### config.mk
export PLATFORM = sky130hd
export DESIGN_NAME = demux4_rr_dispatcher
export DESIGN_NICKNAME = d
export VERILOG_FILES = /design/src/rtl/demux4_rr_dispatcher.sv
export SDC_FILE = /design/constraint.sdc
export NUM_CORES = 1
export LEC_CHECK = 0
export BUFFER_PORTS_ARGS = -buffer_cell sky130_fd_sc_hd__buf_4
export CAP_MARGIN = 5
export CORE_UTILIZATION = 44
export DETAILED_ROUTE_END_ITERATION = 12
export GPL_TIMING_DRIVEN = 0
export MAX_ROUTING_LAYER = met4
export PLACE_DENSITY = 0.77
export SETUP_SLACK_MARGIN = 0.3
export SYNTH_ARGS = -nofsm -noshare
export SYNTH_HDL_FRONTEND = slang
export SYNTH_SLANG_ARGS = --single-unit
### constraint.sdc
create_clock -name clk -period 1.6 [get_ports clk]
set_input_delay 0.08 -clock clk [delete_from_list [all_inputs] [get_ports clk]]
set_output_delay 0.08 -clock clk [all_outputs]
set_load 0.005 [all_outputs]
### src/rtl/demux4_rr_dispatcher.sv
// demux4_rr_dispatcher: one-entry buffer that offers each word to one of four channels, round-robin or fixed, skipping stalled channels after a timeout
module demux4_rr_dispatcher #(
    parameter int DATA_W  = 8,
    parameter int TIMEOUT = 15,
    parameter int CNT_W   = 4
) (
    input  logic              clk,
    input  logic              rst_n,
    input  logic              in_valid,
    input  logic [DATA_W-1:0] in_data,
    output logic              in_ready,
    output logic [3:0]        out_valid,
    output logic [DATA_W-1:0] out_data,
    input  logic [3:0]        out_ready,
    input  logic              cfg_fixed_en,
    input  logic [1:0]        cfg_fixed_sel,
    output logic [1:0]        cur_sel,
    output logic              timeout_pulse,
    output logic              busy
);
    typedef enum logic {IDLE, OFFER} state_t;

    localparam logic [CNT_W-1:0] WAIT_LAST = CNT_W'((TIMEOUT == 0) ? 0 : TIMEOUT - 1);
    localparam logic             SKIP_EN   = (TIMEOUT != 0);

    state_t            state_q, state_d;
    logic [1:0]        rr_ptr_q, rr_ptr_d;
    logic [1:0]        sel_q, sel_d;
    logic [CNT_W-1:0]  wait_cnt_q, wait_cnt_d;
    logic [DATA_W-1:0] data_q, data_d;
    logic              fixed_q, fixed_d;
    logic              timeout_pulse_q, timeout_pulse_d;
    logic              out_xfer, in_xfer, skip;
    logic [1:0]        rr_next;

    // Handshakes; a word leaving on a channel and a new word arriving can share a cycle, and the new word then targets the advanced pointer
    always_comb begin
        busy     = (state_q == OFFER);
        out_xfer = busy & out_ready[sel_q];
        in_ready = rst_n & (~busy | out_xfer);
        in_xfer  = in_valid & in_ready;
        rr_next  = (out_xfer & ~fixed_q) ? sel_q + 2'd1 : rr_ptr_q;
        skip     = busy & ~out_xfer & ~fixed_q & SKIP_EN & (wait_cnt_q == WAIT_LAST);
    end

    // Next-state: load on in_xfer, release on out_xfer, otherwise count the stall and skip when it expires
    always_comb begin
        state_d         = in_xfer ? OFFER : (out_xfer ? IDLE : state_q);
        data_d          = in_xfer ? in_data : data_q;
        fixed_d         = in_xfer ? cfg_fixed_en : fixed_q;
        rr_ptr_d        = rr_next;
        sel_d           = in_xfer ? (cfg_fixed_en ? cfg_fixed_sel : rr_next) : (skip ? sel_q + 2'd1 : sel_q);
        wait_cnt_d      = (in_xfer | skip | ~busy | fixed_q | ~SKIP_EN) ? '0 : wait_cnt_q + CNT_W'(1);
        timeout_pulse_d = skip;
    end

    // State registers; reset drops any buffered word
    always_ff @(posedge clk or negedge rst_n) begin
        if (!rst_n) begin
            state_q         <= IDLE;
            rr_ptr_q        <= 2'd0;
            sel_q           <= 2'd0;
            wait_cnt_q      <= '0;
            data_q          <= '0;
            fixed_q         <= 1'b0;
            timeout_pulse_q <= 1'b0;
        end else begin
            state_q         <= state_d;
            rr_ptr_q        <= rr_ptr_d;
            sel_q           <= sel_d;
            wait_cnt_q      <= wait_cnt_d;
            data_q          <= data_d;
            fixed_q         <= fixed_d;
            timeout_pulse_q <= timeout_pulse_d;
        end
    end

    // One-hot offer on the selected channel while the buffer is full
    always_comb begin
        out_valid     = busy ? (4'b0001 << sel_q) : 4'b0000;
        out_data      = data_q;
        cur_sel       = sel_q;
        timeout_pulse = timeout_pulse_q;
    end
endmodule

Word-level counts from Yosys, hierarchy flattened:

Index checks and enable logic that the tools add are counted.

* bits in registers: 19
* input port bits: 18
* output and inout port bits: 17
* logic and storage cells: 38

* mux-type cells: 10
* $lt $le $gt $ge: 1
* reductions and logical operators: 2
* shift operators: 1
* eq/ne operators: 1
* $add $sub $neg: 2
* bitwise logic cells: 14

Operators by type and width (count)
* 2-to-1 mux 2 bit: 4
* 2-to-1 mux 4 bit: 2
* AND 1 bit: 7
* adder 4 x 1 -> 4 bit (second input constant): 1
* equality test 4 bit (second input constant): 1
* OR 1 bit: 4
* nonzero test 2 bit: 2
* left shift 1 x 2 -> 4 bit (first input constant): 1
* less-than comparator 2 x 3 -> 1 bit (second input constant): 1
* 2-to-1 mux 1 bit: 3
* inverter 1 bit: 3
* adder 2 x 1 -> 2 bit (second input constant): 1
* binary-select mux 1 bit (select 2 bit): 1

Longest topological paths before layout:

Gate-level depths: netlist (run 1).

* depth in word-level cells: 11
* mapped depth: 6
* depth with buffers taken out: 5

Worst setup path after synthesis (run 1):

Ideal clock, no wire load.

* kind: register to register
* start point: register sel_q[0], in the netlist cur_sel[0]
* end point: register sel_q[1], in the netlist cur_sel[1]
* data required time: 1.474 ns
* buffers on the path: 0
* setup slack: -0.140 ns
* stages on the path, launching flop included: 5
* clock period less this slack: 1.740 ns
* arrival time: 1.614 ns
* setup time: 0.126 ns
* cell sequence: dfrtp_1 > mux4_2 > a211oi_1 > a2111oi_1 > a221o_1

* longest elaborated chain between the ends: 8
* elaborated cells on any way between the ends: 17

Ends and longest elaborated chain
* start: declaration: RTL line 28 `logic [1:0] sel_q, sel_d;`
* start signal: assignment: RTL line 70 `sel_q <= sel_d;`
* binary-select mux 1 bit (select 2 bit): RTL line 39 `out_xfer = busy & out_ready[sel_q];`
* 2-to-1 mux 1 bit (not written as such): RTL line 39
* AND 1 bit: RTL line 39
* inverter 1 bit: RTL line 43 `skip = busy & ~out_xfer & ~fixed_q & SKIP_EN & (wait_cnt_q == WAIT_LAST);`
* AND 1 bit (3 in series): RTL line 43
* nonzero test 2 bit (no source line)

Parallel ways exist; a longest one is shown, timed or not. The select of a mux whose other input is x is not followed.
A chain may end at the register's enable or synchronous reset.

Final worst setup path (run 1):

* start point: register sel_q[1], in the netlist cur_sel[1]
* end point: register data_q[7], in the netlist out_data[7]

* longest elaborated chain between the ends: 6

Ends and longest elaborated chain
* binary-select mux 1 bit (select 2 bit): RTL line 39
* 2-to-1 mux 1 bit (not written as such): RTL line 39
* AND 1 bit: RTL line 39
* OR 1 bit: RTL line 40 `in_ready = rst_n & (~busy | out_xfer);`
* AND 1 bit: RTL line 40
* AND 1 bit: RTL line 41 `in_xfer = in_valid & in_ready;`
* end signal: assignment: RTL line 72 `data_q <= data_d;`
* end: declaration: RTL line 30 `logic [DATA_W-1:0] data_q, data_d;`

Every way passes these cells. The select of a mux whose other input is x is not followed.

==> summary.md, run 1 <==
| Metric | Value |
|---|---|
| Gp weighted congestion | `0.862` |
| Required @ worst endpoint | `1.80 ns` |
| Launch instance of the worst min-delay path | `in_data[5]` |
| Fraction of final layout cells with drive strength greater than 1 | `0.625` |
| Initial drt markers | `12` |
| Mean instance size in the synthesized netlist | `12.0 um^2` |
| Post-Synthesis Cells | `86` |
| Instance area at placement | `0.00134 mm^2` |
| Sum of routed wire length over all layers | `2.89 mm` |
| Share of Yosys cell area claimed by the top area cell type | `0.460` |
| Register-to-register setup slack | `-0.16 ns` |
| Clock sink count | `19` |
| Number of violations of the max-capacitance limit | `0` |
| Synth top area cells | `dfrtp_1 46%, mux2_1 9.8%, ha_1 7.3%` |
| Data arrival at the endpoint of the critical path | `1.96 ns` |
| Die X-Extent | `50.5 um` |
| Overall fraction of global-route tracks in use | `0.232` |
| Placeable core area | `0.00221 mm^2` |
| Number of cells in the finished layout apart from fillers | `172` |
| Yosys warning total | `0` |
| First-pass iteration count of the detailed router | `4` |
| Number of global-route vias before repair | `911` |
| Hold depth | `2` |
| Violations in the final reports | `negative hold slack, negative setup slack` |
| Async set-reset flop share out of synthesis | `1.00` |
| Number of hold violations in the final report | `1` |
| Final Net Count | `169` |
| H-tree depth reported by CTS | `1` |
| Pwr/cell area | `1350 mW/mm^2` |
| Number of top-level design ports | `35` |
| Most frequent cells in the layout | `36 x buf_4, 17 x dfrtp_1, 14 x buf_6, 11 x mux2_4, 6 x dlygate4sd3_1` |
| Global-route wire length before repair | `4.27 mm` |
| RR Endpoint | `out_data[7]` |
| IR drop worst, VDD | `1.16 mV` |
| Final std cell area, no fill | `0.00174 mm^2` |
| Static leakage | `0.828 nW` |
| Vias after detailed routing | `901` |
| Type of the tightest min-delay check | `input port to flip-flop` |
| Proportion of synthesized chip area in sequential cells | `0.460` |
| Floorplan die area | `0.00255 mm^2` |
| Biggest fanout along the worst timing path | `6` |
| Worst min-delay path endpoint | `out_data[5]` |
| Port bufs | `34` |
| Synthesized flop and latch total | `19` |
| TNS Setup | `-2.08 ns` |
| Post-synth EDFFs | `0` |
| Synthesized Nets | `110` |
| Average detailed-routed wire length per instance | `16.8 um` |
| CTS tree | `yes` |
| Ant. Diodes | `0` |
| Hold slack final | `-0.00222 ns` |
| Setup-violating endpoint count in the final report | `18` |
| Die height | `50.5 um` |
| Number of nets with antenna violations after routing | `0` |
| Post-synthesis cell area | `0.00103 mm^2` |
| Clock slew at the register clock pins of the worst setup and hold paths | `0.10 ns` |
| Fill cells | `137` |
| Number of DRC violations after detailed routing | `0` |
| Cell taking the most area after synthesis | `dfrtp_1` |
| Status | `finished, violations left` |
| Sort of element at the end of the critical path | `flip-flop` |
| Number of cells after detailed placement | `148` |
| Vias per inst | `5.24` |
| Starting utilization of the core area | `0.467` |
| Clock insertion delay at the later pin of the skew report | `0.32 ns` |
| CTS root buf | `clkbuf_4` |
| Number of buffers added by the clock tree synthesis step | `3` |
| Number of distinct library cell variants in the gate-level netlist after synthesis | `32` |
| Number of antenna violations at the first check in global routing | `0` |
| Critical setup path kind | `flip-flop to flip-flop` |
| Min cycle time layout | `1.76 ns` |
| Setup repair after global routing missed its margin | `true` |
| Footprint of the multi-input gates | `696 um^2` |
| Register area | `478 um^2` |
| Crit start category | `flip-flop` |
| Post-layout util | `0.787` |
| Final critical-path setup slack | `-0.157 ns` |
| Transition time of the tightest slew-check pin | `0.864 ns` |
| GR Overflow Total | `0` |
| Remaining max-slew budget at the tightest pin | `0.422` |
| Pins Over Slew Limit | `0` |
| Top_reg_cell synth | `dfrtp_1` |
| Worst setup skew after layout | `0.0132 ns` |
| Reg2reg path depth | `5` |
| Pin count of the biggest net entering global routing | `22` |
| Setup WS pre-CTS | `-0.150 ns` |
| Area grow syn2layout | `68.5%` |
| Leading cell type in the layout, fill and taps excluded | `buf_4` |
| Total number of placement rows | `17` |
| Ratio of final minimum period to clock period | `1.10` |
| Beginning of the worst register-to-register path | `cur_sel[1]` |
| Setup crit start | `cur_sel[1]` |
| Upper clock frequency limit | `0.569 GHz` |
| Longest Clk Path Bufs | `2` |
-- layer usage --
metal / up-vias / GRT usage / part of all wire
met5: - / - / 0
met4: 0 / 0.0602 / 0.018
met3: 7 / 0.0576 / 0.029
met2: 18 / 0.404 / 0.53
met1: 450 / 0.266 / 0.42
li1: 426 / - / -
-- through the flow --
step / total power [mW] / hold slack (ns)
after floorplan: 1.18 / -0.216
after global placement: 1.49 / -0.0326
after detailed placement: 1.51 / -0.0252
after CTS: 2.05 / -0.382
after global routing: 2.48 / -0.00811
final: 2.35 / -0.00222
-- critical path: stages (launching register included) --
cell and delay [ns]:
dfrtp_1 0.42, buf_6 0.15, mux2_4 0.34, o221ai_4 0.25, buf_6 0.18, mux2_4 0.30
-- cells by family after synthesis --
kind of cell             count (synthesis)  share of synthesized area
AO/OA/AOI/OAI                           13                      0.102
buffers and inverters                    6                     0.0290
AND/OR/NAND/NOR                         25                      0.144
XOR/XNOR                                 2                     0.0170
multiplexers                            15                      0.176
flip-flops                              19                      0.460
adder cells (fa/ha/maj)                  6                     0.0726
-- how the worst max path moves through the flow --
stage / slack [ns] / to
3_5_place_dp: -0.15 / out_data[3]
6_report: -0.16 / out_data[7]
5_1_grt: -0.20 / cur_sel[1]
4_1_cts: -0.09 / in_ready
2_1_floorplan: -0.05 / fixed_q
3_3_place_gp: -0.14 / cur_sel[1]
-- sequential cells by signal, summed over array words and instances, names as in the netlist --
name and flops:
busy 1, cur_sel 2, fixed_q 1, out_data 8, rr_ptr_q 2, timeout_pulse 1
wait_cnt_q 4
-- cell usage after synthesis, drive strengths merged (2+ instances only) --
| cell | n |
|---|---|
| a211oi | 2 |
| a21oi | 2 |
| and2 | 8 |
| buf | 2 |
| dfrtp | 19 |
| ha | 6 |
| inv | 4 |
| mux2 | 12 |
| mux2i | 2 |
| nand2 | 3 |
| nand2b | 2 |
| nand3 | 2 |
| nor2 | 5 |
| o21ai | 2 |
-- power breakdown --
part	internal (mW)	switching [mW]	total [mW]
clock network	0.0958	0.165	0.261
registers	0.619	0.126	0.745
logic	0.805	0.535	1.34
total	1.52	0.826	2.35
-- what timing repair did --
item | CTS | global route
hold buffers | 5 | 1
endpoints found under the hold margin | 24 | 19
endpoints found under the setup margin | 23 | 24
resized for setup | 20 | 29
buffers inserted | 10 | 3
cloned | 1 | 0
pin swaps | 5 | 4
-- cell type report --
type / count / area share
clock buffers: 3 / 0.0129
inverters: 4 / 0.00862
well taps: 28 / 0.0201
clock inverters: 1 / 0.00431
repair buffers: 54 / 0.267
plain buffers: 2 / 0.0129
multi-input cells: 61 / 0.399
flip-flops and latches: 19 / 0.274
(Power assumes the default switching activity.)
==> run 2, diff against run 1 <==
- PLACE_DENSITY: 0.77 -> 0.75
==> summary.md, run 2 (synthesis gave the netlist of run 1 again) <==
| Metric | Value |
|---|---|
| Status | `finished, violations left (unchanged)` |
| Flip-flop count of the largest register after layout | `8 (unchanged)` |
| Biggest fanout along the worst timing path | `6 (unchanged)` |
| Setup repair after global routing missed its margin | `true (unchanged)` |
| Setup crit start | `cur_sel[1] (unchanged)` |
| Slowest cell on crit path | `dfrtp_1 (unchanged)` |
| CTS tree | `yes (unchanged)` |
| Placeable core area | `0.00221 mm^2 (unchanged)` |
| Sort of element at the end of the critical path | `flip-flop (unchanged)` |
| Met3 demand-to-capacity share in global routing | `0.0364 (was 0.0576)` |
| Sum of routed wire length over all layers | `3.12 mm (was 2.89 mm)` |
| Leading cell type in the layout, fill and taps excluded | `buf_4 (unchanged)` |
| Ratio of final minimum period to clock period | `1.10 (about the same)` |
| Worst setup skew after layout | `0.00387 ns (was 0.0132 ns)` |
| Remaining max-slew budget at the tightest pin | `0.437 (was 0.422)` |
| Pwr/cell area | `1350 mW/mm^2 (about the same)` |
| Register-to-register setup slack | `-0.16 ns (about the same)` |
| Number of DRC violations after detailed routing | `0 (unchanged)` |
| Total number of placement rows | `17 (unchanged)` |
| Type of the tightest min-delay check | `input port to flip-flop (unchanged)` |
| Met2 global-route usage | `0.407 (was 0.404)` |
| Fraction of met1 tracks used by global routing | `0.292 (was 0.266)` |
| Die X-Extent | `50.5 um (unchanged)` |
| Number of buffers added by the clock tree synthesis step | `3 (unchanged)` |
| Number of violations of the max-capacitance limit | `0 (unchanged)` |
| Beginning of the worst register-to-register path | `cur_sel[1] (unchanged)` |
| RR Endpoint | `out_data[1] (was out_data[7])` |
| Most frequent cells in the layout | `37 x buf_4, 17 x dfrtp_1, 15 x buf_6, 8 x mux2_4, 8 x dlygate4sd3_1 (was 36 x buf_4, 17 x dfrtp_1, 14 x buf_6, 11 x mux2_4, 6 x dlygate4sd3_1)` |
| TNS Setup | `-1.41 ns (was -2.08 ns)` |
| Final std cell area, no fill | `0.00177 mm^2 (was 0.00174 mm^2)` |
| Transition time of the tightest slew-check pin | `0.842 ns (was 0.864 ns)` |
| Final Net Count | `173 (was 169)` |
| Instance area at placement | `0.00134 mm^2 (unchanged)` |
| Data arrival at the endpoint of the critical path | `1.95 ns (was 1.96 ns)` |
| Vias after detailed routing | `943 (was 901)` |
| Die height | `50.5 um (unchanged)` |
| Clock sink count | `19 (unchanged)` |
| Pin count of the biggest net entering global routing | `20 (was 22)` |
| IR drop worst, VDD | `0.884 mV (was 1.16 mV)` |
| Number of top-level design ports | `35 (unchanged)` |
| Number of global-route vias before repair | `942 (was 911)` |
| Clock slew at the register clock pins of the worst setup and hold paths | `0.11 ns (was 0.10 ns)` |
| Required @ worst endpoint | `1.79 ns (was 1.80 ns)` |
| Initial drt markers | `18 (was 12)` |
| Gp weighted congestion | `0.827 (was 0.862)` |
| Capturing instance or port of the critical path | `out_data[1] (was out_data[7])` |
| Critical setup path kind | `flip-flop to flip-flop (unchanged)` |
| Ant. Diodes | `0 (unchanged)` |
| Number of hold violations in the final report | `0 (was 1)` |
| Worst path max stage delay | `0.41 ns (was 0.42 ns)` |
| Clock insertion delay at the later pin of the skew report | `0.30 ns (was 0.32 ns)` |
| Reg2reg path depth | `5 (unchanged)` |
| H-tree depth reported by CTS | `1 (unchanged)` |
| Global-route wire length before repair | `4.43 mm (was 4.27 mm)` |
| GR peak layer | `met2 (unchanged)` |
| Crit start category | `flip-flop (unchanged)` |
| Port bufs | `34 (unchanged)` |
| Total Power | `2.39 mW (was 2.35 mW)` |
| GR Overflow Total | `0 (unchanged)` |
| Area grow syn2layout | `71.7% (was 68.5%)` |
| Longest Clk Path Bufs | `2 (unchanged)` |
| Dominant cell type by count on the critical path | `buf_6` |
| Starting utilization of the core area | `0.467 (unchanged)` |
| Setup-violating endpoint count in the final report | `14 (was 18)` |
| Pins Over Slew Limit | `0 (unchanged)` |
| Number of antenna violations at the first check in global routing | `0 (unchanged)` |
| Upper clock frequency limit | `0.568 GHz (was 0.569 GHz)` |
| Min cycle time layout | `1.76 ns (about the same)` |
| Final critical-path setup slack | `-0.160 ns (was -0.157 ns)` |
| Floorplan die area | `0.00255 mm^2 (unchanged)` |
| Fraction of final layout cells with drive strength greater than 1 | `0.622 (was 0.625)` |
| Static leakage | `0.819 nW (was 0.828 nW)` |
| Average detailed-routed wire length per instance | `17.7 um (was 16.8 um)` |
| CTS root buf | `clkbuf_4 (unchanged)` |
| Overall fraction of global-route tracks in use | `0.243 (was 0.232)` |
| First-pass iteration count of the detailed router | `4 (unchanged)` |
| Vias per inst | `5.36 (was 5.24)` |
| Half-perimeter wire length after detailed placement | `1.67 mm` |
| Number of nets with antenna violations after routing | `0 (unchanged)` |
| Launch instance of the worst min-delay path | `in_data[0] (was in_data[5])` |
| Crit path cell chain | `buf_6, mux2_4, o221ai_4, buf_6, mux2_1 (was buf_6, mux2_4, o221ai_4, buf_6, mux2_4)` |
| Violations in the final reports | `negative setup slack (was negative hold slack, negative setup slack)` |
## run 2: cell types whose count changed in the layout (fill, tap and decap cells not counted), sizes merged
cell         delta
clkinvlp        -1
buf             +2
clkbuf          +1
dlygate4sd3     +2
## run 2: critical path: cells and delay by family, from the launching register on
kind,cells,cell delay [ns]
flip-flops,1,0.41
multiplexers,2,0.68
AO/OA/AOI/OAI,1,0.24
buffers and inverters,2,0.31
## run 2: worst min-delay path by stage
| stage | cells past startpoint | end | slack, ns |
|---|---|---|---|
| final | 2 | out_data[0] | 0.02 |
| after global routing | 2 | out_data[0] | 0.008 |
| after CTS | 2 | out_data[4] | 0.007 |
| after detailed placement | 1 | out_data[4] | -0.03 |
| after global placement | 1 | out_data[1] | -0.03 |
| after floorplan | 0 | busy | -0.22 |
## run 2: cell type report
class                      instances  area, um^2
buffer                             2        22.5
sequential                        19         478
multi-input combinational         61         691
clock buffer                       4        26.3
tap                               28        35.0
timing repair buffer              58         504
inverter                           4        17.5
fill                             128         438
## run 2: what timing repair did
action                                  CTS  global route
cloned                                    1             0
hold buffers                              4             4
pin swaps                                 5             3
resized for setup                        27            25
setup buffers                            10             5
hold endpoints to repair                 22             4
endpoints found under the setup margin   23            23
## run 2: report_power, final
part | total, mW | switching [mW] | internal [mW]
Clock | 0.248 | 0.151 | 0.0971
Combinational | 1.40 | 0.560 | 0.840
Sequential | 0.743 | 0.123 | 0.619
Total | 2.39 | 0.835 | 1.56
## run 2: metal layers
metal / vias up / part of all wire
met1: 484 / 0.39
met3: 2 / 0.024
met2: 27 / 0.58
met4: 0 / 0.0054
li1: 430 / -
met5: - / 0
## run 2: per-stage QoR
step | hold WS (ns) | instances | worst slack (ns) | util
global placement | -0.0322 | 148 | -0.128 | 0.607
detailed placement | -0.0303 | 148 | -0.177 | 0.607
floorplan | -0.216 | 86 | -0.0495 | -
global route | 0.00770 | 176 | -0.195 | 0.802
CTS | 0.00689 | 167 | -0.112 | 0.725
finish | 0.0173 | 176 | -0.160 | 0.802
==> run 3, diff against run 2 <==
- CORE_UTILIZATION: 44 -> 49
- PLACE_DENSITY: 0.75 -> 0.79
- clock period: 1.6 -> 1.66 ns (I/O delays scaled with it)
==> summary.md, run 3 (synthesis gave the netlist of run 1 again) <==
| Metric | Value |
|---|---|
| Status | `finished, violations left (unchanged)` |
| Violations in the final reports | `negative setup slack (unchanged)` |
| CTS tree | `yes (unchanged)` |
| Worst setup skew after layout | `0.00404 ns (was 0.00387 ns)` |
| Reg2reg path depth | `5 (unchanged)` |
| Port bufs | `34 (unchanged)` |
| Vias per inst | `5.89 (was 5.36)` |
| Clock insertion delay at the later pin of the skew report | `0.30 ns (about the same)` |
| Worst path top cell family by delay | `multiplexers (unchanged)` |
| Min cycle time layout | `1.78 ns (was 1.76 ns)` |
| Longest Clk Path Bufs | `2 (unchanged)` |
| Initial drt markers | `28 (was 18)` |
| H-tree depth reported by CTS | `1 (unchanged)` |
| RR Endpoint | `out_data[1] (unchanged)` |
| Clock slew at the register clock pins of the worst setup and hold paths | `0.11 ns (about the same)` |
| Data arrival at the endpoint of the critical path | `1.98 ns (was 1.95 ns)` |
| Flip-flop count of the largest register after layout | `8 (unchanged)` |
| Clk pwr share | `0.107 (was 0.104)` |
| Hold depth | `2 (unchanged)` |
| Number of violations of the max-capacitance limit | `0 (unchanged)` |
| Setup repair after global routing missed its margin | `true (unchanged)` |
| Half-perimeter wire length after detailed placement | `1.52 mm (was 1.67 mm)` |
| Final Net Count | `170 (was 173)` |
| Portion of total power attributed to sequential cells | `0.317 (was 0.311)` |
| Register-to-register setup slack | `-0.12 ns (was -0.16 ns)` |
| Slowest cell on crit path | `dfrtp_1 (unchanged)` |
| Number of nets with antenna violations after routing | `0 (unchanged)` |
| Average detailed-routed wire length per instance | `19.9 um (was 17.7 um)` |
| Required @ worst endpoint | `1.86 ns (was 1.79 ns)` |
| Number of hold violations in the final report | `0 (unchanged)` |
| Pins Over Slew Limit | `0 (unchanged)` |
| Area grow syn2layout | `64.5% (was 71.7%)` |
| Die height | `47.9 um (was 50.5 um)` |
| IR drop worst, VDD | `1.01 mV (was 0.884 mV)` |
| Ant. Diodes | `0 (unchanged)` |
| Vias after detailed routing | `1013 (was 943)` |
| Number of antenna violations at the first check in global routing | `0 (unchanged)` |
| CTS root buf | `clkbuf_4 (unchanged)` |
| Fraction of power spent switching nets | `0.359 (was 0.349)` |
| Hold slack final | `0.00346 ns (was 0.0173 ns)` |
| Remaining max-slew budget at the tightest pin | `0.400 (was 0.437)` |
| Transition time of the tightest slew-check pin | `0.897 ns (was 0.842 ns)` |
| Number of global-route vias before repair | `833 (was 942)` |
| Buffers plus inverters on the worst setup path | `2 (unchanged)` |
| Leading cell type in the layout, fill and taps excluded | `buf_4 (unchanged)` |
| Internal power contribution | `1.44 mW (was 1.56 mW)` |
| Most frequent cells in the layout | `43 x buf_4, 17 x dfrtp_1, 11 x mux2_4, 8 x buf_6 (was 37 x buf_4, 17 x dfrtp_1, 15 x buf_6, 8 x mux2_4, 8 x dlygate4sd3_1)` |
| Upper clock frequency limit | `0.562 GHz (was 0.568 GHz)` |
| Clock sink count | `19 (unchanged)` |
| Setup crit start | `cur_sel[1] (unchanged)` |
| Gp weighted congestion | `0.796 (was 0.827)` |
| Sort of element at the end of the critical path | `flip-flop (unchanged)` |
| Beginning of the worst register-to-register path | `cur_sel[1] (unchanged)` |
| Starting utilization of the core area | `0.521 (was 0.467)` |
| Type of the tightest min-delay check | `input port to flip-flop (unchanged)` |
| Sum of routed wire length over all layers | `3.43 mm (was 3.12 mm)` |
| Critical setup path kind | `flip-flop to flip-flop (unchanged)` |
| Worst min-delay path endpoint | `out_data[0] (unchanged)` |
| Crit path cell chain | `buf_6, mux2_4, o221ai_4, buf_6, mux2_4 (was buf_6, mux2_4, o221ai_4, buf_6, mux2_1)` |
| TNS Setup | `-1.17 ns (was -1.41 ns)` |
| Pin count of the biggest net entering global routing | `20 (unchanged)` |
| Sw power | `0.810 mW (was 0.835 mW)` |
| Number of buffers added by the clock tree synthesis step | `3 (unchanged)` |
| Biggest fanout along the worst timing path | `5 (was 6)` |
| Placeable core area | `0.00198 mm^2 (was 0.00221 mm^2)` |
| Overall fraction of global-route tracks in use | `0.267 (was 0.243)` |
| Launch instance of the worst min-delay path | `in_data[0] (unchanged)` |
| Crit start category | `flip-flop (unchanged)` |
| GR Overflow Total | `0 (unchanged)` |
| Count of cell instances traversed by the critical path | `5 (unchanged)` |
| Number of top-level design ports | `35 (unchanged)` |
| Ratio of final minimum period to clock period | `1.07 (was 1.10)` |
| Static leakage | `0.834 nW (was 0.819 nW)` |
| Final critical-path setup slack | `-0.119 ns (was -0.160 ns)` |
| Logic pwr share | `0.576 (was 0.586)` |
| Setup-violating endpoint count in the final report | `16 (was 14)` |
| Total number of placement rows | `16 (was 17)` |
| Floorplan die area | `0.00230 mm^2 (was 0.00255 mm^2)` |
| First-pass iteration count of the detailed router | `4 (unchanged)` |
| Number of DRC violations after detailed routing | `0 (unchanged)` |
| Global-route wire length before repair | `3.85 mm (was 4.43 mm)` |
| Worst path max stage delay | `0.41 ns (about the same)` |
| Die X-Extent | `47.9 um (was 50.5 um)` |
| Pwr/cell area | `1320 mW/mm^2 (was 1350 mW/mm^2)` |
| Fraction of final layout cells with drive strength greater than 1 | `0.600 (was 0.622)` |
## run 3: metal layers
layer | GRT usage | vias to the layer above | part of all wire
li1 | - | 431 | -
met1 | 0.310 | 510 | 0.41
met2 | 0.435 | 54 | 0.50
met3 | 0.0679 | 18 | 0.048
met4 | 0.117 | 0 | 0.041
met5 | - | - | 0
## run 3: power groups by stage
| stage | logic [mW] | clock network (mW) | registers [mW] |
|---|---|---|---|
| 2_1_floorplan | 0.425 | 0 | 0.709 |
| 3_3_place_gp | 0.716 | 0 | 0.716 |
| 3_5_place_dp | 0.729 | 0 | 0.726 |
| 6_report | 1.30 | 0.240 | 0.714 |
| 4_1_cts | 1.11 | 0.234 | 0.693 |
| 5_1_grt | 1.38 | 0.257 | 0.726 |
## run 3: final cells by class
cell class / count / area, um^2
buffer: 2 / 22.5
clock buffer: 3 / 22.5
clock inverter: 1 / 5.00
fill: 99 / 282
inverter: 4 / 15.0
multi-input combinational: 61 / 663
sequential: 19 / 478
tap: 27 / 33.8
timing repair buffer: 55 / 460
## run 3: through the flow
| step | power [mW] | setup WS [ns] | cell area [um^2] | instances | utilization |
|---|---|---|---|---|---|
| global placement | 1.43 | -0.0792 | 1340 | 147 | 0.677 |
| finish | 2.25 | -0.119 | 1700 | 172 | 0.858 |
| CTS | 2.04 | -0.0450 | 1640 | 170 | 0.826 |
| detailed placement | 1.45 | -0.115 | 1340 | 147 | 0.677 |
| floorplan | 1.13 | 0.0105 | 1050 | 86 | - |
| global route | 2.36 | -0.169 | 1700 | 172 | 0.858 |
## run 3: timing repair
item / CTS / global route
buffers inserted: 13 / 2
gates cloned: 1 / 0
pin swaps: 7 / 3
gates resized for setup: 23 / 11
hold buffers: 5 / 0
hold endpoints to repair: 23 / 0
setup endpoints to repair: 23 / 23
## run 3: how the worst max path moves through the flow
stage               slack, ns           to
finish                  -0.12  out_data[1]
global route            -0.17   cur_sel[0]
CTS                     -0.04  out_data[6]
detailed placement      -0.11   cur_sel[1]
global placement        -0.08  out_data[2]
floorplan                0.01      fixed_q
